File: src/rtl/im_loader_pkg.sv
`timescale 1ns/1ps
`default_nettype none
// ============================================================================
// Module      : im_loader_pkg
// Description : Shared definitions for the instruction-memory loader.
//               - Loader state encoding.
//               - Bytes per instruction word.
//               - Default IM geometry, shared with the IM write port and
//                 the top-level stall logic.
//               - Helper that identifies the states in which bytes are taken.
// Revision    : 1.0 - initial release
// ============================================================================
package im_loader_pkg;

    // Default instruction-memory geometry
    localparam int IM_DEPTH  = 101;   // words in IM
    localparam int IM_ADDR_W = 7;     // word-address width (PC>>2)
    localparam int IM_CNT_W  = 16;    // width of the word-count header

    localparam int BYTES_PER_WORD = 4;
    localparam int BYTE_IDX_W     = 2;

    typedef enum logic [2:0] {
        ST_IDLE   = 3'd0,
        ST_LEN_HI = 3'd1,
        ST_LEN_LO = 3'd2,
        ST_DATA   = 3'd3,
        ST_CSUM   = 3'd4,
        ST_DONE   = 3'd5,
        ST_ERR    = 3'd6
    } ld_state_t;

    // States in which the loader consumes stream bytes. The CPU is held in
    // stall for exactly the same set of states.
    function automatic logic is_loading(input ld_state_t s);
        return (s == ST_LEN_HI) || (s == ST_LEN_LO) ||
               (s == ST_DATA)   || (s == ST_CSUM);
    endfunction

endpackage : im_loader_pkg
`default_nettype wire

File: src/rtl/im_loader_byte_packer.sv
`timescale 1ns/1ps
`default_nettype none
// ============================================================================
// Module      : im_byte_packer
// Description : 8->32 bit big-endian shift packer. The first accepted byte
//               of a word lands in bits 31:24. On the 4th accepted byte the
//               complete word is presented combinationally on o_word together
//               with a single-cycle o_word_ready.
// Ports       : clk          - rising-edge clock
//               rst          - asynchronous active-high reset
//               i_clr        - synchronous clear (new load); drops a partial word
//               i_accept     - a byte is handed over this cycle
//               i_data[7:0]  - the byte
//               o_word[31:0] - packed word; valid while o_word_ready = 1
//               o_word_ready - 4th byte of a word accepted this cycle
// Revision    : 1.0 - initial release
// ============================================================================
module im_byte_packer
    import im_loader_pkg::*;
(
    input  logic        clk,
    input  logic        rst,
    input  logic        i_clr,
    input  logic        i_accept,
    input  logic [7:0]  i_data,
    output logic [31:0] o_word,
    output logic        o_word_ready
);

    localparam logic [BYTE_IDX_W-1:0] c_LAST_IDX = BYTE_IDX_W'(BYTES_PER_WORD - 1);

    logic [BYTE_IDX_W-1:0] r_idx;
    logic [23:0]           r_shift;   // the three bytes preceding the current one

    // The 4th byte is not stored: the word is assembled from the held bytes
    // plus the incoming byte, so the word is ready in the accept cycle itself.
    assign o_word       = {r_shift, i_data};
    assign o_word_ready = i_accept && !i_clr && (r_idx == c_LAST_IDX);

    always_ff @(posedge clk or posedge rst) begin
        if (rst) begin
            r_idx   <= '0;
            r_shift <= '0;
        end else if (i_clr) begin
            r_idx   <= '0;
            r_shift <= '0;
        end else if (i_accept) begin
            r_shift <= {r_shift[15:0], i_data};
            r_idx   <= (r_idx == c_LAST_IDX) ? '0 : r_idx + 1'b1;
        end
    end

endmodule : im_byte_packer
`default_nettype wire

File: src/rtl/im_loader.sv
`timescale 1ns/1ps
`default_nettype none
// ============================================================================
// Module      : im_loader
// Description : Writer side of the instruction memory. Receives a byte
//               stream framed as LEN_HI, LEN_LO, 4*N data bytes [, checksum],
//               packs big-endian 32-bit words and writes them to consecutive
//               IM word addresses while holding the CPU in stall.
// Config      : IM_LOADER_CHECKSUM_EN - when defined, a trailing checksum byte
//               (XOR of LEN_HI, LEN_LO and all data bytes) is required.
// Ports       : clk                - rising-edge clock
//               reset              - asynchronous active-high reset
//               start              - pulse: begin a new load (aborts current)
//               in_valid           - in_data holds a byte
//               in_data[7:0]       - stream byte
//               in_ready           - byte accepted when in_valid & in_ready
//               mem_we             - single-cycle IM write strobe
//               mem_waddr[ADDR_W-1:0] - IM word address
//               mem_wdata[31:0]    - instruction word
//               cpu_stall          - CPU hold while a load is in progress
//               done               - last load completed successfully
//               error              - last load rejected (length / checksum)
// Revision    : 1.0 - initial release
// ============================================================================
module im_loader
    import im_loader_pkg::*;
#(
    parameter int DEPTH  = IM_DEPTH,
    parameter int ADDR_W = IM_ADDR_W,
    parameter int CNT_W  = IM_CNT_W
) (
    input  logic              clk,
    input  logic              reset,
    input  logic              start,
    input  logic              in_valid,
    input  logic [7:0]        in_data,
    output logic              in_ready,
    output logic              mem_we,
    output logic [ADDR_W-1:0] mem_waddr,
    output logic [31:0]       mem_wdata,
    output logic              cpu_stall,
    output logic              done,
    output logic              error
);

    ld_state_t r_state;
    ld_state_t w_state_nxt;

    logic              w_rdy;
    logic              w_accept;
    logic              w_pk_accept;
    logic [31:0]       w_pk_word;
    logic              w_pk_ready;
    logic [15:0]       w_len_full;
    logic              w_len_zero;
    logic              w_len_over;
    logic              w_last_word;

    logic [7:0]        r_len_hi;
    logic [CNT_W-1:0]  r_len;
    logic [CNT_W-1:0]  r_word_cnt;
    logic              r_mem_we;
    logic [ADDR_W-1:0] r_mem_waddr;
    logic [31:0]       r_mem_wdata;

    // ------------------------------------------------------------------
    // Handshake. A byte presented together with start belongs to no frame
    // and is dropped, since start restarts the frame from LEN_HI.
    // ------------------------------------------------------------------
    assign w_rdy       = is_loading(r_state);
    assign w_accept    = in_valid && w_rdy && !start;
    assign w_pk_accept = w_accept && (r_state == ST_DATA);

    assign w_len_full  = {r_len_hi, in_data};
    assign w_len_zero  = (w_len_full == 16'd0);
    assign w_len_over  = (int'(w_len_full) > DEPTH);
    assign w_last_word = ((r_word_cnt + CNT_W'(1)) == r_len);

    im_byte_packer u_packer (
        .clk          (clk),
        .rst          (reset),
        .i_clr        (start),
        .i_accept     (w_pk_accept),
        .i_data       (in_data),
        .o_word       (w_pk_word),
        .o_word_ready (w_pk_ready)
    );

    // ------------------------------------------------------------------
    // Optional checksum: running XOR over every byte before the checksum.
    // ------------------------------------------------------------------
`ifdef IM_LOADER_CHECKSUM_EN
    logic [7:0] r_csum;

    always_ff @(posedge clk or posedge reset) begin
        if (reset) begin
            r_csum <= '0;
        end else if (start) begin
            r_csum <= '0;
        end else if (w_accept && (r_state != ST_CSUM)) begin
            r_csum <= r_csum ^ in_data;
        end
    end
`endif

    // ------------------------------------------------------------------
    // FSM state register
    // ------------------------------------------------------------------
    always_ff @(posedge clk or posedge reset) begin
        if (reset) begin
            r_state <= ST_IDLE;
        end else begin
            r_state <= w_state_nxt;
        end
    end

    // ------------------------------------------------------------------
    // FSM next state and status outputs
    // ------------------------------------------------------------------
    always_comb begin
        w_state_nxt = r_state;
        in_ready    = w_rdy;
        cpu_stall   = w_rdy;
        done        = (r_state == ST_DONE);
        error       = (r_state == ST_ERR);

        if (start) begin
            w_state_nxt = ST_LEN_HI;
        end else begin
            case (r_state)
                ST_LEN_HI: begin
                    if (w_accept) w_state_nxt = ST_LEN_LO;
                end
                ST_LEN_LO: begin
                    if (w_accept) begin
                        if (w_len_zero)      w_state_nxt = ST_DONE;
                        else if (w_len_over) w_state_nxt = ST_ERR;
                        else                 w_state_nxt = ST_DATA;
                    end
                end
                ST_DATA: begin
                    // Leave DATA on the edge that launches the final write,
                    // so DONE coincides with the last mem_we pulse.
                    if (w_pk_ready && w_last_word) begin
`ifdef IM_LOADER_CHECKSUM_EN
                        w_state_nxt = ST_CSUM;
`else
                        w_state_nxt = ST_DONE;
`endif
                    end
                end
`ifdef IM_LOADER_CHECKSUM_EN
                ST_CSUM: begin
                    if (w_accept) begin
                        w_state_nxt = (in_data == r_csum) ? ST_DONE : ST_ERR;
                    end
                end
`endif
                default: begin
                    w_state_nxt = r_state;
                end
            endcase
        end
    end

    // ------------------------------------------------------------------
    // Header capture, word counter and IM write port.
    // The write port is registered: the word completed in one cycle is
    // written in the next. A pulse already launched when start arrives
    // is left to complete; start only prevents new ones.
    // ------------------------------------------------------------------
    always_ff @(posedge clk or posedge reset) begin
        if (reset) begin
            r_len_hi    <= '0;
            r_len       <= '0;
            r_word_cnt  <= '0;
            r_mem_we    <= 1'b0;
            r_mem_waddr <= '0;
            r_mem_wdata <= '0;
        end else begin
            r_mem_we <= 1'b0;
            if (start) begin
                r_len_hi   <= '0;
                r_len      <= '0;
                r_word_cnt <= '0;
            end else begin
                if (w_accept && (r_state == ST_LEN_HI)) begin
                    r_len_hi <= in_data;
                end
                if (w_accept && (r_state == ST_LEN_LO)) begin
                    r_len <= CNT_W'(w_len_full);
                end
                if (w_pk_ready) begin
                    r_mem_we    <= 1'b1;
                    r_mem_waddr <= r_word_cnt[ADDR_W-1:0];
                    r_mem_wdata <= w_pk_word;
                    r_word_cnt  <= r_word_cnt + CNT_W'(1);
                end
            end
        end
    end

    assign mem_we    = r_mem_we;
    assign mem_waddr = r_mem_waddr;
    assign mem_wdata = r_mem_wdata;

endmodule : im_loader
`default_nettype wire
File: config.mk
export PLATFORM = sky130hd
export DESIGN_NAME = im_loader
export DESIGN_NICKNAME = d
export VERILOG_FILES = /design/src/rtl/im_loader_pkg.sv /design/src/rtl/im_loader_byte_packer.sv /design/src/rtl/im_loader.sv
export SDC_FILE = /design/constraint.sdc
export NUM_CORES = 1
export LEC_CHECK = 0
export CAP_MARGIN = 25
export CORE_ASPECT_RATIO = 1.25
export CORE_MARGIN = 1.5
export CORE_UTILIZATION = 57
export CTS_CLUSTER_DIAMETER = 120
export DETAILED_ROUTE_END_ITERATION = 6
export GPL_TIMING_DRIVEN = 0
export PLACE_DENSITY = 0.89
export SLEW_MARGIN = 20
export SYNTH_ARGS = -nofsm -noshare
export SYNTH_HDL_FRONTEND = slang
export SYNTH_HIERARCHICAL = 1
export SYNTH_SLANG_ARGS = --single-unit
File: constraint.sdc
create_clock -name clk -period 4 [get_ports clk]
set_input_delay 1 -clock clk [delete_from_list [all_inputs] [get_ports clk]]
set_output_delay 1 -clock clk [all_outputs]
set_load 0.05 [all_outputs]
After elaboration in Yosys (flattened, before gate mapping)

Index checks and enable logic that the tools add are counted.

Add/subtract/negate cells: 2
$lt $le $gt $ge: 1
Equality and inequality tests: 11
Muxes and demuxes: 20
Bitwise operators: 1
Reductions and logical operators: 20

Operators by type and width:

| kind                    | count |
|---|---|
| $mux W16                | 4 |
| $mux W24                | 2 |
| $mux W3                 | 6 |
| $add A16 B1 Y16 const B | 1 |
| $eq A16 B16 Y1          | 1 |
| $gt A16 B7 Y1 const B   | 1 |
| $logic_not A16 Y1       | 1 |
| $mux W8                 | 2 |
| $eq A3 B3 Y1 const B    | 3 |
| $pmux W3 S3             | 1 |
| $logic_and A1 B1 Y1     | 8 |
| $reduce_bool A2 Y1      | 4 |
| $eq A3 B2 Y1 const B    | 2 |
| $mux W2                 | 3 |
| $ne A3 B3 Y1 const B    | 2 |
| $reduce_and A4 Y1       | 1 |
| $reduce_bool A4 Y1      | 1 |
| $eq A3 B1 Y1 const B    | 1 |
| $logic_or A1 B1 Y1      | 3 |
| $ne A3 B2 Y1 const B    | 1 |
| $add A2 B1 Y2 const B   | 1 |
| $eq A2 B2 Y1 const B    | 1 |
| $mux W1                 | 2 |
| $reduce_and A2 Y1       | 1 |
| other kinds (2)         | 2 |

Bits in registers: 109
Input bits: 12
Word-level logic and storage cells: 64

Longest topological paths before layout

Gate-level depths: netlist of run 1.

Word-level depth: 13
Mapped depth: 13
Gate-level depth less buffers: 10

Hierarchy

The synthesis of run 1 kept the hierarchy.

Modules (own cells, without submodules):

| module         | instances | cells an instance | area each (um^2) |
|---|---|---|---|
| im_loader      | 1         | 366               | 4091.4 |
| im_byte_packer | 1         | 96                | 1159.9 |

Worst setup path before layout of run 1

OpenSTA, ideal clock, no wires.

Kind: input-to-reg
From: input port start
To: register r_state[1]
Setup time: 0.128 ns
Data arrival time: 3.240 ns
Data required time: 3.872 ns
Slack: 0.632 ns
Cell stages on the path: 13
Cell sequence: clkbuf_1 > or2b_2 > nor3_1 > buf_6 > buf_12 > nand2_1 > nor2_1 > and2_1 > nand4_1 > nand4bb_1 > a2111oi_0 > o2111a_1 > o31ai_1

Word-level cells in the longest chain between the ends: 8

RTL lines:

| element                          | RTL line                    | text |
|---|---|---|
| start, declared                  | im_loader.sv:34             | `input logic start,` |
| $logic_not A1 Y1                 | im_loader.sv:71             | `assign w_accept = in_valid && w_rdy && !start;` |
| $logic_and A1 B1 Y1              | im_loader.sv:71             |  |
| $logic_and A1 B1 Y1              | im_loader.sv:72             | `assign w_pk_accept = w_accept && (r_state == ST_DATA);` |
| net w_pk_accept                  | im_loader.sv:51             | `logic w_pk_accept;` |
| $logic_and A1 B1 Y1 (2 in a row) | im_loader_byte_packer.sv:38 | `assign o_word_ready = i_accept && !i_clr && (r_idx == c_LAST_IDX);` |
| net w_pk_ready                   | im_loader.sv:53             | `logic w_pk_ready;` |
| $logic_and A1 B1 Y1              | im_loader.sv:144            | `if (w_pk_ready && w_last_word) begin` |
| $ne A3 B2 Y1 (no line)           | --                          |  |
| $reduce_and A4 Y1 (no line)      | --                          |  |
| end signal, assigned             | im_loader.sv:113            | `r_state <= w_state_nxt;` |
| end, declared                    | im_loader.sv:46             | `ld_state_t r_state;` |

The timed path passes the listed nets, and every way through them passes these cells.
A chain may end at the register's enable or synchronous reset.

Worst setup path after layout of run 1

From: input port in_valid
To: register r_mem_wdata[15] (netlist: mem_wdata[15])

Word-level cells in the longest chain between the ends: 6

RTL lines:

| element                          | RTL line                    | text |
|---|---|---|
| start, declared                  | im_loader.sv:35             | `input logic in_valid,` |
| $logic_and A1 B1 Y1 (2 in a row) | im_loader.sv:71             |  |
| $logic_and A1 B1 Y1              | im_loader.sv:72             |  |
| net w_pk_accept                  | im_loader.sv:51             |  |
| $logic_and A1 B1 Y1 (2 in a row) | im_loader_byte_packer.sv:38 |  |
| net w_pk_ready                   | im_loader.sv:53             |  |
| $reduce_and A2 Y1 (no line)      | --                          |  |
| end signal, assigned             | im_loader.sv:196            | `r_mem_wdata <= w_pk_word;` |
| end, declared                    | im_loader.sv:64             | `logic [31:0] r_mem_wdata;` |

The timed path passes the listed nets, and every way through them passes these cells.

==> out/results.ini, run 1 <==
[job]
drv_cap=0

[yosys]
async_flop_share_pct=100
postSynthCellCount=462
ys.flop_type=dfrtp_1
synth.cell_area_sq_mm=0.00525
yosysWarnings=6
syn_avg_cell_area_sq_um=11.4
syn_nets=476
synth-seq-cells=109
yosysSeqAreaShare_pct=51.9
synth_edf_count=0
synth_cell_types=51

[cts]
cts.path.max_buffers=2
h-tree-depth=3
cts_sinks=109
clock-root-buffer=clkbuf_16
cts_tree=built
numCtsBuffers=9
clk_pin_slew_worst_paths_ns=0.07
cts_hold_buf=0
clkLatencyLatePin_ns=0.34

[power]
power_density_mw_per_mm2=412
vdd_drop_max_mv=0.354
p_leak_nw=2.73
finalPower_mw=2.61

[routing]
wirelength_um=12200
drtIter0Drc=198
vias=3745
vias_per_cell=5.70
drc=0
ant_nets=0
firstDrtPassIters=6
wl_per_cell_um=18.6

[floorplan]
rows=39
die_w_um=88.9
start_util_pct=58.2
die_area_sq_mm=0.00980
die_h_um=110
ios=56
core-area_sq_mm=0.00903

[worst_setup_path]
worstSetupEndpointType=flip-flop
crit_arrival_ns=4.04
cpMaxStageDelayCell=clkbuf_1
crit_path_start_kind=input port
crit_fanout=10
required_ns=4.23
path_class=in -> reg
crit_chain=clkdlybuf4s50_1 > nand2b_1 > nor3_2 > buf_6 > buf_12 > nand2_1 > nor2_1 > nor2b_1 > clkbuf_1 > mux2_2
timing.critical_path.slowest_cell_delay_ns=0.52

[layout]
drive_above_1_share_pct=18.2
final_nets=543
final_common_cell=dfrtp_1
final_util_pct=70.1
stdcell_count=657
n_antenna_cell=0
fill_cells=586
layout_common_cells=109 x dfrtp_1, 54 x nor2_1, 54 x clkdlybuf4s50_1
area_growth_pct=20.5
finalInstanceArea_sq_mm=0.00633

[timing]
fin_crit_ns=3.81
finalMaxSlewViolations=0
maxSlewHeadroom_pct=43.0
worstMarginPinSlew_ns=0.850
hold_ws_ns=0.508
timing_hold_violations_final=0
rsz0062_at_grt=no
fin_crit_sh_pct=95.2
finalSetupViolations=0
fin_skew_ns=0.00513
fmax_ghz=0.263

[grt]
antenna_found_initial=0
grt_pass1_wl_um=19400
grt_overflow_total=0
grtUsageTotal_pct=26.9
grt_max_degree=45
grt_pass1_vias=3888

[place]
dpl.hpwl_um=8230
place_area_sq_mm=0.00597
routabilityCongestion=0.898
io_buffers=54
dp.cells=640

[outcome]
outcome=complete, no violations

[min_path]
holdCritPathClass=reg -> reg

[metal layers]
| metal | global-route usage (%) | routed length [um] |
|---|---|---|
| met5 | 0 | 0 |
| met3 | 5.29 | 589 |
| met2 | 46.7 | 6500 |
| met1 | 30.7 | 4670 |
| met4 | 15.2 | 477 |
[power breakdown]
part           internal (mW)  switching [mW]  leakage [nW]
Combinational          0.181           0.267          1.06
Sequential              1.14          0.0449          1.51
Clock                  0.558           0.413         0.162
Total                   1.88           0.725          2.73
[timing repair]
action | CTS | global route
hold endpoints to repair | 0 | 0
setup buffers | 0 | 0
setup endpoints to repair | 0 | 36
gates resized for setup | 0 | 1
[kinds of logic (layout without fill, tap and decap cells)]
logic type,Yosys count,after routing,share of synthesized area (%)
compound gates,47,47,5.43
xor+xnor,35,35,5.84
simple gates,155,155,16.1
flops,109,109,51.9
fa+ha+maj,2,2,0.476
buf+inv,41,113,5.36
mux,73,73,14.8
[final cells by class]
type | count | area (sq um) | share of cell area [%]
repair buffers | 56 | 588 | 9.29
inverters | 5 | 21.3 | 0.336
clock inverters | 7 | 103 | 1.62
well taps | 123 | 154 | 2.43
multi-input cells | 312 | 2250 | 35.5
flip-flops and latches | 109 | 2730 | 43.1
plain buffers | 36 | 263 | 4.15
clock buffers | 9 | 225 | 3.56
[registers in the layout, indices dropped and copies added, names as in the netlist]
register / cells
mem_wdata: 32
u_packer/r_shift: 24
r_len: 16
r_word_cnt: 16
r_len_hi: 8
mem_waddr: 7
r_state: 3
u_packer/r_idx: 2
mem_we: 1
[through the flow]
stage | setup TNS (ns) | worst slack [ns]
detailed placement | -5.65 | -0.173
floorplan | 0 | 0.632
global placement | -33.98 | -0.353
CTS | 0 | 0.103
finish | 0 | 0.191
global route | 0 | 0.0249
[worst max-delay path: cells and delay by family]
kind	cells	cell delay, ns
buffers and inverters	4	1.40
multiplexers	1	0.41
AND/OR/NAND/NOR	5	1.21
[path summary, 6_finish.rpt]
kind	startpoint	to	slack, ns	depth (start not counted)
min reg2reg	mem_waddr[1]	mem_waddr[1]	0.51	1
max	in_valid	mem_wdata[15]	0.19	10
max reg2reg	r_state[1]	mem_wdata[15]	0.58	10
min in group asynchronous	reset	u_packer/r_shift[20]	0.99	2
min	mem_waddr[1]	mem_waddr[1]	0.51	1
max in group asynchronous	reset	r_word_cnt[13]	2.28	3
[cell usage after synthesis, drive strengths merged (2+ instances only)]
master,n,area (sq um)
dfrtp,109,2730
inv,5,18.8
ha,2,25.0
nor3,10,60.1
and2,3,18.8
mux2,39,439
xnor2,25,219
nor2b,5,31.3
a21oi,9,45.0
mux2i,34,340
nand2b,17,106
buf,20,171
nand3,6,55.1
a211oi,2,15.0
a31oi,2,12.5
and3,3,20.0
xor2,10,87.6
clkbuf,16,91.3
or3,4,25.0
o311a,2,22.5
nor2,55,209
o21ai,25,125
nand4,8,65.1
nor4,8,90.1
nand2,30,113
Power figures use the tool's default switching activity.
==> run 2: changes to the inputs <==
--- a/config.mk
+++ b/config.mk
@@ -10,10 +10,10 @@
 export CORE_MARGIN = 1.5
 export CORE_UTILIZATION = 57
 export CTS_CLUSTER_DIAMETER = 120
+export CTS_CLUSTER_SIZE = 24
 export DETAILED_ROUTE_END_ITERATION = 6
 export GPL_TIMING_DRIVEN = 0
 export PLACE_DENSITY = 0.89
-export SLEW_MARGIN = 20
 export SYNTH_ARGS = -nofsm -noshare
 export SYNTH_HDL_FRONTEND = slang
 export SYNTH_HIERARCHICAL = 1
==> run 2 against run 1 <==
Compared with the run above:
- sequential share of layout area increased by 0.25 points
- via count is 0.59% higher
- sequential cell count did not move
- critical path depth unchanged
- combinational power hardly changed
- cell area fell by 0.57%
- die area unchanged
- cell count decreased by 0.15%
- utilization fell by 0.40 points
- register-to-register slack gained 0.06 ns
- global-route usage down 0.13 points
- critical endpoint is now mem_wdata[28]
==> out/results.ini, run 2 (same netlist as run 1, synthesis figures left out) <==
[layout]
drive_above_1_share_pct=18.0
largest_reg_flops=32
regArea_sq_mm=0.00273
final_nets=543
final_common_cell=dfrtp_1
fill_cells=601
layout_common_cells=109 x dfrtp_1, 54 x nor2_1, 54 x clkdlybuf4s50_1
area_growth_pct=19.8
n_antenna_cell=0
multiInputGateArea_sq_mm=0.00225

[routing]
wirelength_um=12200
firstDrtPassIters=7
drc=0
vias_per_cell=5.74
drtIter0Drc=220
wl_per_cell_um=18.5
ant_nets=0
vias=3767

[floorplan]
die_w_um=88.9
die_h_um=110
core-area_sq_mm=0.00903
start_util_pct=58.2
ios=56
rows=39
die_area_sq_mm=0.00980

[cts]
cts.path.max_buffers=2
clock-root-buffer=clkbuf_16
cts_setup_buffers=0
cts_tree=built
numCtsBuffers=9
clkLatencyLatePin_ns=0.35
clk_pin_slew_worst_paths_ns=0.07
cts_sinks=109
h-tree-depth=3
cts-resized-gates=0
cts_hold_buf=0

[timing]
fin_crit_ns=3.74
maxSlewHeadroom_pct=45.0
finalMaxSlewViolations=0
finalSetupViolations=0
fmax_ghz=0.267
fin_crit_sh_pct=93.5
timing_hold_violations_final=0
fin_setup_tns_ns=0
rsz0062_at_grt=no
worstMarginPinSlew_ns=0.821
fin_ws_ns=0.261
fin_skew_ns=0.00914

[outcome]
outcome=complete, no violations

[worst_setup_path]
timing.critical_path.slowest_cell_delay_ns=0.50
crit_arrival_ns=3.97
required_ns=4.23
path_class=in -> reg
r2r_slack_ns=0.64
crit_chain=clkdlybuf4s50_1 > nand2b_1 > nor3_2 > buf_6 > buf_12 > nand2_1 > nor2_1 > nor2b_1 > clkbuf_1 > mux2_2
cpMaxStageDelayCell=clkbuf_1
worstSetupEndpointType=flip-flop
crit_fanout=10
crit_path_start_kind=input port

[grt]
grt_overflow_total=0
grt_max_degree=74
grt_pass1_vias=3914
antenna_found_initial=0
grt_pass1_wl_um=19400
grtUsageTotal_pct=26.7

[place]
routabilityCongestion=0.898
io_buffers=54
place_ws_ns=-0.167
dpl.hpwl_um=8210

[power]
vdd_drop_max_mv=0.301
power_density_mw_per_mm2=397
p_leak_nw=2.71
finalPower_mw=2.50

[min_path]
holdCritPathClass=reg -> reg

[job]
drv_cap=0

## run 2: worst paths after layout
path,start,to,cells after the start
max,in_valid,mem_wdata[28],10
min,mem_waddr[1],mem_waddr[1],1
max reg2reg,r_state[1],mem_wdata[28],10
min reg2reg,mem_waddr[1],mem_waddr[1],1
max in group asynchronous,reset,mem_wdata[5],3
min in group asynchronous,reset,mem_wdata[28],2
## run 2: cell type report
cell class,count,share of cell area (%)
repair buffers,56,9.47
plain buffers,36,4.18
clock inverters,5,0.716
multi-input cells,312,35.7
clock buffers,10,3.80
inverters,5,0.338
flip-flops and latches,109,43.3
well taps,123,2.45
## run 2: worst max-delay path, delay by kind of cell
kind | cells | cell delay, ns
simple gates | 5 | 1.18
buf+inv | 4 | 1.38
mux | 1 | 0.41
## run 2: per-layer routing
layer	routed length (um)	vias up	GRT usage, %	share of wire (%)
met5	0	-	0	0
met4	363	0	13.7	3.0
met3	558	27	5.14	4.6
met2	6610	130	47.6	54
met1	4630	1893	30.2	38
li1	-	1717	-	-
## run 2: per-stage QoR
step / cell area [sq um] / utilization (%) / hold WS [ns] / cells
after CTS: 6260 / 69.3 / 0.511 / 655
after floorplan: 5250 / - / 0.471 / 462
final: 6290 / 69.7 / 0.507 / 656
after detailed placement: 5980 / 66.2 / 0.495 / 640
after global placement: 5950 / 65.9 / 0.490 / 639
after global routing: 6290 / 69.7 / 0.529 / 656
## run 2: where the power goes
part | leakage (nW) | internal, mW | switching (mW)
Sequential | 1.51 | 1.14 | 0.0445
Clock | 0.137 | 0.445 | 0.419
Combinational | 1.06 | 0.182 | 0.267
